===== config.mk =====
export PLATFORM = sky130hd
export DESIGN_NAME = radar_pri_timer
export DESIGN_NICKNAME = d
export VERILOG_FILES = /design/src/rtl/radar_pri_timer.sv
export SDC_FILE = /design/constraint.sdc
export NUM_CORES = 1
export LEC_CHECK = 0
export ABC_AREA = 1
export BUFFER_PORTS_ARGS = -buffer_cell sky130_fd_sc_hd__buf_2
export CORE_UTILIZATION = 29
export CTS_CLUSTER_DIAMETER = 30
export DETAILED_ROUTE_END_ITERATION = 6
export HOLD_SLACK_MARGIN = 0.02
export PLACE_DENSITY_LB_ADDON = 0.3
export SKIP_CTS_REPAIR_TIMING = 1
export SLEW_MARGIN = 20
export SYNTH_ARGS = -nofsm -noshare
export SYNTH_HDL_FRONTEND = slang
export SYNTH_SLANG_ARGS = --single-unit
export TNS_END_PERCENT = 10

===== constraint.sdc =====
create_clock -name clk_i -period 2.8 [get_ports clk_i]
set_clock_uncertainty 0.15 [all_clocks]
set_input_delay 0.14 -clock clk_i [delete_from_list [all_inputs] [get_ports clk_i]]
set_output_delay 0.14 -clock clk_i [all_outputs]
set_load 0.03 [all_outputs]

===== src/rtl/radar_pri_timer.sv =====
// PRI sequencer: steps TX -> SW -> RX -> WAIT once per pulse-repetition interval and
// drives the chirp generator, T/R switch and receive-window controls.
module radar_pri_timer #(
  parameter int unsigned CW = 16,
  parameter int unsigned DW = 8
) (
  input  logic          clk_i,
  input  logic          rst_n_i,
  input  logic          enable_i,
  input  logic [CW-1:0] t_on_i,
  input  logic [CW-1:0] t_sw_i,
  input  logic [CW-1:0] t_look_i,
  input  logic [CW-1:0] t_reset_i,
  input  logic [DW-1:0] tx_div_i,
  output logic          tx_ena_o,
  output logic          tx_strobe_o,
  output logic          rx_ena_o,
  output logic          tr_sw_o,
  output logic          pulse_start_o,
  output logic [15:0]   pri_count_o,
  output logic          busy_o
);

  typedef enum logic [2:0] {
    S_IDLE,
    S_TX,
    S_SW,
    S_RX,
    S_WAIT
  } state_t;

  state_t        state_q, state_d;
  logic [CW-1:0] phase_q, phase_d;
  logic [CW-1:0] pri_cnt_q, pri_cnt_d;
  logic [DW-1:0] div_q, div_d;
  logic [CW-1:0] sh_sw_q, sh_look_q, sh_reset_q;
  logic [DW-1:0] sh_div_q;
  logic          start;

  always_comb begin
    state_d = state_q;
    if (!enable_i) begin
      state_d = S_IDLE;
    end else begin
      case (state_q)
        S_IDLE:  state_d = S_TX;
        S_TX:    if (phase_q == '0) state_d = S_SW;
        S_SW:    if (phase_q == '0) state_d = S_RX;
        S_RX:    if (phase_q == '0) state_d = (pri_cnt_q >= sh_reset_q) ? S_TX : S_WAIT;
        S_WAIT:  if (pri_cnt_q >= sh_reset_q) state_d = S_TX;
        default: state_d = S_IDLE;
      endcase
    end
  end

  // TX never re-enters itself, so any arrival in TX marks a new PRI.
  assign start = (state_d == S_TX) && (state_q != S_TX);

  always_comb begin
    phase_d   = phase_q;
    div_d     = div_q;
    pri_cnt_d = pri_cnt_q;
    if (state_d == S_IDLE) begin
      phase_d   = '0;
      div_d     = '0;
      pri_cnt_d = '0;
    end else if (start) begin
      phase_d   = t_on_i;
      div_d     = '0;
      pri_cnt_d = '0;
    end else begin
      pri_cnt_d = (pri_cnt_q == '1) ? pri_cnt_q : pri_cnt_q + CW'(1);
      if (state_d != state_q) begin
        phase_d = (state_d == S_SW) ? sh_sw_q : sh_look_q;
      end else begin
        phase_d = phase_q - CW'(1);
      end
      if (state_d == S_TX) begin
        div_d = (div_q == '0) ? sh_div_q : div_q - DW'(1);
      end
    end
  end

  always_ff @(posedge clk_i or negedge rst_n_i) begin
    if (!rst_n_i) begin
      state_q    <= S_IDLE;
      phase_q    <= '0;
      pri_cnt_q  <= '0;
      div_q      <= '0;
      sh_sw_q    <= '0;
      sh_look_q  <= '0;
      sh_reset_q <= '0;
      sh_div_q   <= '0;
    end else begin
      state_q   <= state_d;
      phase_q   <= phase_d;
      pri_cnt_q <= pri_cnt_d;
      div_q     <= div_d;
      if (start) begin
        sh_sw_q    <= t_sw_i;
        sh_look_q  <= t_look_i;
        sh_reset_q <= t_reset_i;
        sh_div_q   <= tx_div_i;
      end
    end
  end

  // Outputs are registered from the next state so they line up with the state they describe.
  always_ff @(posedge clk_i or negedge rst_n_i) begin
    if (!rst_n_i) begin
      tx_ena_o      <= 1'b0;
      tx_strobe_o   <= 1'b0;
      rx_ena_o      <= 1'b0;
      tr_sw_o       <= 1'b0;
      pulse_start_o <= 1'b0;
      busy_o        <= 1'b0;
      pri_count_o   <= '0;
    end else begin
      tx_ena_o      <= (state_d == S_TX);
      tx_strobe_o   <= (state_d == S_TX) && (div_d == '0);
      rx_ena_o      <= (state_d == S_RX);
      tr_sw_o       <= (state_d == S_TX) || (state_d == S_SW);
      pulse_start_o <= start;
      busy_o        <= (state_d != S_IDLE);
      if (start) pri_count_o <= pri_count_o + 16'd1;
    end
  end

endmodule


# --- Word level (Yosys, flattened, before mapping) ---
# Index checks and enable logic that the tools add are counted.
classes:
  magnitude_cmp: 1
  n_eq_ne: 11
  reduce_logical: 9
  muxes: 18
  n_addsub: 4
op_table:
  columns: ["cell", "count"]
  rows:
  - ["two-way mux 16 bit", 7]
  - ["adder 16 x 1 -> 16 bit, second input constant", 2]
  - ["two-way mux 8 bit", 4]
  - ["two-way mux 3 bit", 6]
  - ["equality test 16 bit, second input constant", 1]
  - [">= comparator 16 bit", 1]
  - ["zero test 16 bit", 1]
  - ["zero test 8 bit", 2]
  - ["subtractor 16 x 1 -> 16 bit, second input constant", 1]
  - ["case mux 3 bit (5 select lines)", 1]
  - ["equality test 3 x 2 -> 1 bit, second input constant", 4]
  - ["subtractor 8 x 1 -> 8 bit, second input constant", 1]
  - ["equality test 3 x 1 -> 1 bit, second input constant", 2]
  - ["zero test 3 bit", 2]
  - ["equality test 3 bit, second input constant", 1]
  - ["inequality test 3 x 1 -> 1 bit, second input constant", 1]
  - ["inequality test 3 bit", 1]
  - ["inequality test 3 bit, second input constant", 1]
  - ["nonzero test 3 bit", 1]
  - ["logical AND 1 bit", 2]
  - ["logical OR 1 bit", 1]
totals:
  input_bits: 75
  out_inout_bits: 22
  ff_bits: 121
  elab_cells: 58

# --- Logic depth before layout (Yosys ltp) ---
# Gate-level depths: netlist (run 1).
logic_depth:
  word_depth: 11
  mapped_depth: 21
  mapped_depth_nobuf: 20

# --- Worst setup path after synthesis (run 1) ---
# OpenSTA, ideal clock, no wires.
synth_timing:
  path_type: "register to register"
  startpoint: "register pri_cnt_q[6]"
  endpoint: "register phase_q[12]"
  required_time_ns: 2.533
  setup_ns: 0.117
  period_less_slack_ns: 2.288
  arrival_time_ns: 2.020
  stages_incl_launch_ff: 17
  slack_ns: 0.512
  n_path_buf: 1
  path_cell_list: "dfrtp_1 -> ha_1 -> nand2_1 -> inv_1 -> nand2_1 -> nor2_1 -> nor2_1 -> nand2_1 -> nand2_1 -> nand2_1 -> nand3_2 -> nand2_8 -> xor2_4 -> buf_4 -> nand3_1 -> nand3_1 -> nand2_1"
synth_between:
  elab_chain_cells: 10
  word_cells_on_any_way: 15
  classes_between: "order compare: 1; eq/ne: 3; mux: 9; reduce/logical: 2"
synth_rtl:
  columns: ["element", "line_no", "rtl"]
  rows:
  - ["start: declaration", "34", "logic [CW-1:0] pri_cnt_q, pri_cnt_d;"]
  - ["start signal: assignment", "97", "pri_cnt_q <= pri_cnt_d;"]
  - [">= comparator 16 bit *", "49, 50", null]
  - ["two-way mux 3 bit (2 in series)", "49", "S_RX: if (phase_q == '0) state_d = (pri_cnt_q >= sh_reset_q) ? S_TX : S_WAIT;"]
  - ["case mux 3 bit (5 select lines) *", "45", "case (state_q)"]
  - ["two-way mux 3 bit *", "42", "if (!enable_i) begin"]
  - ["net state_d[0]", "32", "state_t state_q, state_d;"]
  - ["equality test 3 x 2 -> 1 bit", "74", "phase_d = (state_d == S_SW) ? sh_sw_q : sh_look_q;"]
  - ["two-way mux 16 bit", "74", null]
  - ["two-way mux 16 bit", "73", "if (state_d != state_q) begin"]
  - ["two-way mux 16 bit", "67", "end else if (start) begin"]
  - ["two-way mux 16 bit *", "63", "if (state_d == S_IDLE) begin"]
  - ["net phase_d[12]", "33", "logic [CW-1:0] phase_q, phase_d;"]
  - ["end signal: assignment", "96", "phase_q <= phase_d;"]
  - ["end: declaration", "33", null]
# The timed path passes the listed nets; every way through them passes the cells marked *.
# A chain may end at the register's enable or synchronous reset.

# --- Worst setup path in the final report (run 1) ---
layout_timing:
  startpoint: "register pri_cnt_q[7]"
  endpoint: "register pri_count_o[15]"
layout_between:
  elab_chain_cells: 7
  word_cells_on_any_way: 8
  classes_between: "order compare: 1; eq/ne: 1; mux: 5; reduce/logical: 1"
layout_rtl:
  columns: ["element", "line_no", "rtl"]
  rows:
  - [">= comparator 16 bit *", "49, 50", null]
  - ["two-way mux 3 bit (2 in series)", "49", null]
  - ["case mux 3 bit (5 select lines) *", "45", null]
  - ["two-way mux 3 bit *", "42", null]
  - ["net state_d[0]", "32", null]
  - ["equality test 3 x 1 -> 1 bit *", "57", "assign start = (state_d == S_TX) && (state_q != S_TX);"]
  - ["logical AND 1 bit *", "57", null]
  - ["end signal: assignment", "125", "if (start) pri_count_o <= pri_count_o + 16'd1;"]
  - ["end: declaration", "20", "output logic [15:0] pri_count_o,"]
# Marked as above.

==> results by group, run 1 <==
Floorplan
  – # IOs: 97
  – Core Box Area: 21800 sq um
  – Rows: between 50 and 60
  – Die width: between 150 and 200 microns
  – Die Area: approximately 23000 sq um
  – Initial Utilization: 29.7%
  – DIE HEIGHT: 151 microns

Global route
  – First-pass GRT wire length: 25.7 mm
  – Global route overflow: 0
  – Total global-route track usage: 14.6%
  – Largest net degree at the start of global routing: 57
  – Initial antenna violation count: 0
  – Vias in the first global route: between 5000 and 6000

Setup path
  – Crit start category: flop
  – Crit path top cell by count: nand2_1
  – WP data required: roughly 3.0 ns
  – Largest fanout on the critical path: 15
  – Worst Path Buf+Inv: 2
  – Worst setup EP type: flop
  – Reg2reg path depth: 16
  – Worst path max stage delay: 0.39 ns
  – End of the worst register-to-register path: pri_count_o[15]$_DFFE_PN0P_
  – R2R Setup Slk: 0.26 ns
  – Crit path DAT: 2.74 ns
  – Worst path slowest cell: dfrtp_1
  – Crit path cell chain: ha_1 -> nand2_1 -> inv_1 -> nand2_1 -> nor2_1 -> nor2_1 -> nand2_1 -> nand2_1 -> nand2_2 -> nand3_4 -> nand2_8 -> nand3_4 -> inv_4 -> nand3_1 -> nor2_1 -> xor2_1
  – WS Path Type: flop to flop
  – RR Startpoint: pri_cnt_q[7]$_DFFE_PN0P_
  – CP top delay family: simple AND/OR/NAND/NOR gates

Yosys
  – FFs w/ async S/R, synth: 100%
  – Syn Std Cell Area: between 6000 and 7000 sq um
  – Synth top area share: 46.8%
  – Syn avg cell area: 8.07 sq um
  – Post-synth EDFFs: 0
  – Syn Nets: 898
  – Cells after Synth: 802
  – Largest cells by area after synthesis: dfrtp_1 (47%), nand2_1 (13%), inv_1 (5.8%)
  – Ys Warns: 0
  – Netlist cell types: 39
  – Synth Flop Type: dfrtp_1
  – Post-synthesis register bit count: 121
  – Register area share after synthesis: a little under half
  – Yosys top cell by area: dfrtp_1

Power and ir drop
  – Pwr per Cell Area: 652 nW/um^2
  – Sw Ratio: 31.1%
  – Leak: 4.45 nW
  – Seq pwr share: 37.5%
  – Internal power: between 0.003 and 0.004 W
  – Switching power: 0.00178 W
  – Clock power frac: 39.4%
  – Max VDD drop: between 0.4 and 0.5 mV
  – Combinational share of power: 23.1%

Timing
  – Min cycle time layout: roughly 2.5 ns
  – Slew headroom: 69.8%
  – Max Slew Vio Count: 0
  – Least-Margin Pin Slew: 0.453 ns
  – Final Cycle Share: 90.7%
  – RSZ-0062 raised after global routing: false
  – Hold Fails Final Rpt: 0
  – Final setup vio count: 0
  – Hold slack: between 0.09 and 0.1 ns
  – Worst Setup Slack, final: 0.261 ns
  – F_max: between 300 and 400 MHz
  – Final setup TNS: 0 ns

Finish
  – Share of layout cells above drive strength 1: about a fifth
  – Antenna Cells: 0
  – Fin util: 40.2%
  – P&R area growth vs syn: 35.6%
  – Layout net count: 1086

Route
  – Routed WL: 16.6 mm
  – Routed wire per std cell: 13.0 microns
  – DRT iter0 DRCs: 302
  – Vias per cell: ~4.4
  – Antenna Nets Post-Route: 0
  – DRC: 0
  – Via count: 5603
  – DRT Pass-1 Iters: 4

Worst hold path
  – Hold crit path type: input port to async pin

Job
  – Max Cap Violations: 0

Outcome
  – Status: finished, final reports clean

Placed design
  – Port Buf Inserts: 96
  – DP Wirelength: 11.6 mm
  – DP Worst Slack: between 0.1 and 0.15 ns
  – GP Congestion: 0.818

Clock tree
  – Clock-pin slew on the worst setup and hold paths: 0.06 ns
  – CTS Root Cell: clkbuf_16
  – Num CTS Buffers: 17
  – Worst-Skew Late Latency: roughly 0.42 ns
  – CTS max path bufs: 2
  – Num Clock Sinks: roughly 120
  – H-tree Lvls: 4
  – CTS tree: done
-- layout by cell type (no fill, tap or decap), types with 2 or more instances in the layout --
cell type        n
nor2_1          53
o21ai_1          3
nand3_2          3
a21oi_1         17
nand3_4          3
clkbuf_16       17
nand3b_1         5
inv_1           99
clkinv_2         3
nor3_1          14
dlygate4sd3_1   73
a31oi_1          2
buf_12           4
bufinv_16        3
xor2_1          29
or2_2            2
nand2_2          5
nand3_1         59
nor2_4           2
dfrtp_1        120
ha_1            20
a211oi_1         3
nor2_2           4
buf_6            2
inv_6            3
buf_4           22
nand4_2          2
nand2_1        224
o21ai_0         70
buf_2           95
xnor2_1          9
nand4_1         12
clkinvlp_4       5
-- cells in the mapped netlist (all sizes together) (3+ instances only) --
| cell type | count |
|---|---|
| a211oi | 3 |
| a21oi | 17 |
| buf | 19 |
| clkbuf | 9 |
| dfrtp | 121 |
| ha | 21 |
| inv | 101 |
| nand2 | 231 |
| nand3 | 65 |
| nand3b | 5 |
| nand4 | 14 |
| nor2 | 59 |
| nor3 | 15 |
| o21ai | 74 |
| xnor2 | 9 |
| xor2 | 30 |
-- layer usage --
| metal | global-route usage, % | up-vias | wire (microns) |
|---|---|---|---|
| met2 | 20.9 | 95 | 7240 |
| met4 | 6.00 | 0 | 222 |
| li1 | - | 2923 | - |
| met5 | 0 | - | 0 |
| met3 | 3.58 | 15 | 567 |
| met1 | 20.9 | 2570 | 8600 |
-- flip-flops by register name, indices dropped and copies added (netlist names) --
| signal | flops |
|---|---|
| busy_o | 1 |
| div_q | 8 |
| phase_q | 16 |
| pri_cnt_q | 16 |
| pri_count_o | 16 |
| pulse_start_o | 1 |
| rx_ena_o | 1 |
| sh_div_q | 8 |
| sh_look_q | 16 |
| sh_reset_q | 16 |
| sh_sw_q | 16 |
| state_q | 3 |
| tr_sw_o | 1 |
| tx_ena_o | 1 |
| tx_strobe_o | 1 |
-- area by class of cell --
| class | instances | area, sq um |
|---|---|---|
| Fill cell | 2183 | 13000 |
| Inverter | 102 | 389 |
| Sequential cell | 121 | 3030 |
| Multi-Input combinational cell | 552 | 2930 |
| Clock inverter | 14 | 170 |
| Clock buffer | 18 | 439 |
| Timing Repair Buffer | 196 | 1470 |
| Tap cell | 280 | 350 |
-- power groups by stage --
stage	logic (W)	registers (W)	clock network (W)
6_report	0.00132	0.00215	0.00226
3_5_place_dp	0.00124	0.00217	0
4_1_cts	0.00124	0.00215	0.00231
2_1_floorplan	0.000798	0.00221	0
3_3_place_gp	0.00123	0.00218	0
5_1_grt	0.00151	0.00218	0.00238
-- through the flow --
stage | power (W) | instances | instance area [sq um]
2_1_floorplan | 0.00301 | 802 | 6470
3_3_place_gp | 0.00341 | 1171 | 7330
3_5_place_dp | 0.00341 | 1171 | 7330
4_1_cts | 0.00570 | 1203 | 7940
5_1_grt | 0.00607 | 1283 | 8780
6_report | 0.00573 | 1283 | 8780
-- how the worst max path moves through the flow --
stage                              from                          end  slack, ns  depth (start not counted)
2_1_floorplan  pri_cnt_q[6]$_DFFE_PN0P_        phase_q[12]$_DFF_PN0_       0.51                         16
4_1_cts        pri_cnt_q[4]$_DFFE_PN0P_      sh_div_q[0]$_DFFE_PN0P_       0.12                         16
3_3_place_gp   pri_cnt_q[4]$_DFFE_PN0P_      sh_div_q[0]$_DFFE_PN0P_       0.18                         16
6_report       pri_cnt_q[7]$_DFFE_PN0P_  pri_count_o[15]$_DFFE_PN0P_       0.26                         16
3_5_place_dp       phase_q[0]$_DFF_PN0_  pri_count_o[15]$_DFFE_PN0P_       0.13                         13
5_1_grt            phase_q[0]$_DFF_PN0_        tx_strobe_o$_DFF_PN0_     0.0001                         13
-- kinds of logic (layout without fill, tap and decap cells) --
group,count (synthesis),count (layout),synth area share (%)
DFF,121,121,46.8
muxes,1,1,0.155
and+or+nand+nor,393,394,27.4
buffers and inverters,130,330,8.31
xor gates and xnor gates,39,39,5.57
AOI/OAI and AO/OA,97,97,7.75
adders and majority gates,21,21,4.06
-- worst register-to-register path, cell delays in order (launching register included) --
cell and delay, ns:
dfrtp_1 0.39, ha_1 0.30, nand2_1 0.05, inv_1 0.06
nand2_1 0.07, nor2_1 0.10, nor2_1 0.04, nand2_1 0.07
nand2_1 0.06, nand2_2 0.10, nand3_4 0.10, nand2_8 0.15
nand3_4 0.11, inv_4 0.21, nand3_1 0.19, nor2_1 0.15
xor2_1 0.15
Note: power is estimated with default switching activity, not from simulation.
==> run 2, diff against run 1 <==
Settings changed: CTS_BUF_LIST from default to sky130_fd_sc_hd__clkbuf_8.
==> run 2 against run 1 <==
  * Die area is the same
  * Sequential share of layout area increased by 0.77 points
  * Non-clock buffer count unchanged
  * Clock power is 26% lower
  * Cell count stayed put
  * Via count is 0.46% higher
  * Global-route usage barely moved
  * Critical path depth is 3 lower
  * Worst setup slack improved by 0.0016 ns
  * Sequential cell count is the same
  * Sequential power hardly changed
  * Routed wire length rose by 0.35%
  * Critical path type unchanged
==> results by group, run 2 (synthesis results as in run 1) <==
Timing
  – Hold Fails Final Rpt: 0 (unchanged)
  – Final setup vio count: 0 (unchanged)
  – F_max: 394 MHz (about the same)
  – RSZ-0062 raised after global routing: false
  – Max Slew Vio Count: 0 (unchanged)
  – Min cycle time layout: 2.54 ns (-0.00163 ns)
  – Slew headroom: 69.7% (-0.088 points)
  – Least-Margin Pin Slew: 0.455 ns (+0.00132 ns)
  – Hold slack: 0.0583 ns (-0.0326 ns)
  – Final Cycle Share: 90.6% (about the same)
  – Final setup TNS: 0 ns (unchanged)
  – Worst Setup Slack, final: 0.262 ns (+0.00163 ns)

Floorplan
  – # IOs: 97 (unchanged)
  – Rows: 54 (unchanged)
  – Die width: 151 microns (unchanged)
  – Die Area: 22900 sq um (unchanged)
  – DIE HEIGHT: 151 microns (unchanged)
  – Core Box Area: 21800 sq um (unchanged)
  – Initial Utilization: 29.7% (unchanged)

Setup path
  – Crit path DAT: 2.77 ns (+0.03 ns)
  – WP data required: 3.03 ns (+0.03 ns)
  – Crit start category: flop
  – Worst path max stage delay: 0.39 ns (about the same)
  – Largest fanout on the critical path: 15 (unchanged)
  – Crit path top cell by count: nand3_4
  – Worst path slowest cell: dfrtp_1
  – Crit path cell chain: inv_1 -> ha_2 -> nand3_4 -> nor2_8 -> nand2_2 -> o21ai_2 -> nand3_2 -> nand2_8 -> nand3_4 -> inv_4 -> nand3_1 -> nor2_1 -> xor2_1
  – WS Path Type: flop to flop
  – Worst setup EP type: flop

Finish
  – Antenna Cells: 0 (unchanged)
  – P&R area growth vs syn: 32.7%
  – Register Area: 3030 sq um (unchanged)
  – Most frequent cells in the layout: nand2_1 (224), dfrtp_1 (120), inv_1 (99)
  – Multi-input gate area: 2930 sq um (unchanged)
  – Most common cell after layout, fill and taps aside: nand2_1
  – Final Cell Area: 8590 sq um (-2.2%)
  – Share of layout cells above drive strength 1: 18.6% (unchanged)
  – Layout filler cell count: 2227 (+2.0%)
  – Fin cells: 1283 (unchanged)
  – Layout net count: 1086 (unchanged)

Worst hold path
  – Hold crit path type: input port to async pin

Clock tree
  – H-tree Lvls: 4 (unchanged)
  – CTS Root Cell: clkbuf_8
  – Worst-Skew Late Latency: 0.45 ns (+0.03 ns)
  – CTS tree: done
  – CTS max path bufs: 2 (unchanged)
  – Num CTS Buffers: 17 (unchanged)
  – Num Clock Sinks: 121 (unchanged)
  – Clock-pin slew on the worst setup and hold paths: 0.09 ns (+0.03 ns)

Route
  – Via count: 5629 (+0.46%)
  – DRT Pass-1 Iters: 5 (+1)
  – Routed met3 length: 600 microns (+5.8%)
  – Vias per cell: 4.39 (+0.46%)
  – Met1 Wirelength: 8.59 mm (-0.13%)
  – Antenna Nets Post-Route: 0 (unchanged)
  – Routed WL: 16.7 mm (+0.35%)
  – Max Used Layer: met4
  – DRT iter0 DRCs: 373 (+24%)
  – Met2 WL: 7.19 mm (-0.62%)
  – DRC: 0 (unchanged)
  – Routed wire per std cell: 13.0 microns (+0.35%)

Global route
  – Total global-route track usage: 14.7% (+0.022 points)
  – Vias in the first global route: 5088 (+0.079%)
  – Largest net degree at the start of global routing: 57 (unchanged)
  – First-pass GRT wire length: 25.7 mm (unchanged)
  – Global route overflow: 0 (unchanged)
  – Initial antenna violation count: 0 (unchanged)

Power and ir drop
  – Leak: 4.37 nW (-2.0%)
  – Max VDD drop: 0.428 mV (+2.0%)
  – Pwr per Cell Area: 598 nW/um^2 (-8.2%)

Placed design
  – GP Congestion: 0.818 (unchanged)
  – Placed cell area: 7330 sq um (unchanged)
  – DP Wirelength: 11.6 mm (unchanged)
  – Cells after DPL: 1171 (unchanged)
  – DP Worst Slack: 0.129 ns (unchanged)
  – Port Buf Inserts: 96 (unchanged)

Job
  – Max Cap Violations: 0 (unchanged)

Outcome
  – Status: finished, final reports clean
run 2: cell count changes in the layout (fill, tap and decap cells not counted):
cell and change:
clkbuf_8 +17, clkbuf_16 -17
run 2: path summary, 6_finish.rpt:
kind                                             startpoint                          end  slack, ns  depth (start not counted)
worst max-delay path                   phase_q[0]$_DFF_PN0_  pri_count_o[15]$_DFFE_PN0P_       0.26                         13
worst min-delay path                                rst_n_i  pri_count_o[13]$_DFFE_PN0P_       0.06                          2
worst max register to register         phase_q[0]$_DFF_PN0_  pri_count_o[15]$_DFFE_PN0P_       0.26                         13
worst min register to register  pri_count_o[15]$_DFFE_PN0P_  pri_count_o[15]$_DFFE_PN0P_       0.32                          1
max in group asynchronous                           rst_n_i    pri_cnt_q[15]$_DFFE_PN0P_       1.61                          3
min in group clk_i                                 enable_i         state_q[2]$_DFF_PN0_       0.13                          5
run 2: stage by stage:
stage / power (W) / util [%]
6_report: 0.00514 / 39.4
5_1_grt: 0.00547 / 39.4
4_1_cts: 0.00511 / 35.5
3_5_place_dp: 0.00341 / 33.6
3_3_place_gp: 0.00341 / 33.6
2_1_floorplan: 0.00301 / -
run 2: where the power goes:
group / total (W) / switching (W) / internal [W]
combinational: 0.00132 / 0.000783 / 0.000539
sequential: 0.00214 / 0.000166 / 0.00198
clock: 0.00167 / 0.000766 / 0.000907
total: 0.00514 / 0.00171 / 0.00343
run 2: layer usage:
metal | GRT usage [%] | vias up
met5 | 0 | -
li1 | - | 2924
met4 | 6.00 | 0
met1 | 20.8 | 2582
met2 | 21.1 | 100
met3 | 3.58 | 23
run 2: worst max-delay path, delay by kind of cell (launching register included):
| kind | cells | cell delay, ns |
|---|---|---|
| compound gates | 1 | 0.12 |
| xor+xnor | 1 | 0.15 |
| fa+ha+maj | 1 | 0.24 |
| buf+inv | 2 | 0.30 |
| flops | 1 | 0.39 |
| simple gates | 8 | 1.11 |
run 2: area by class of cell:
cell class                 count  area share, %
clock inverter                14           1.98
inverter                     102           4.53
tap                          280           4.08
multi-input combinational    552           34.1
clock buffer                  18           2.88
sequential                   121           35.3
timing repair buffer         196           17.2
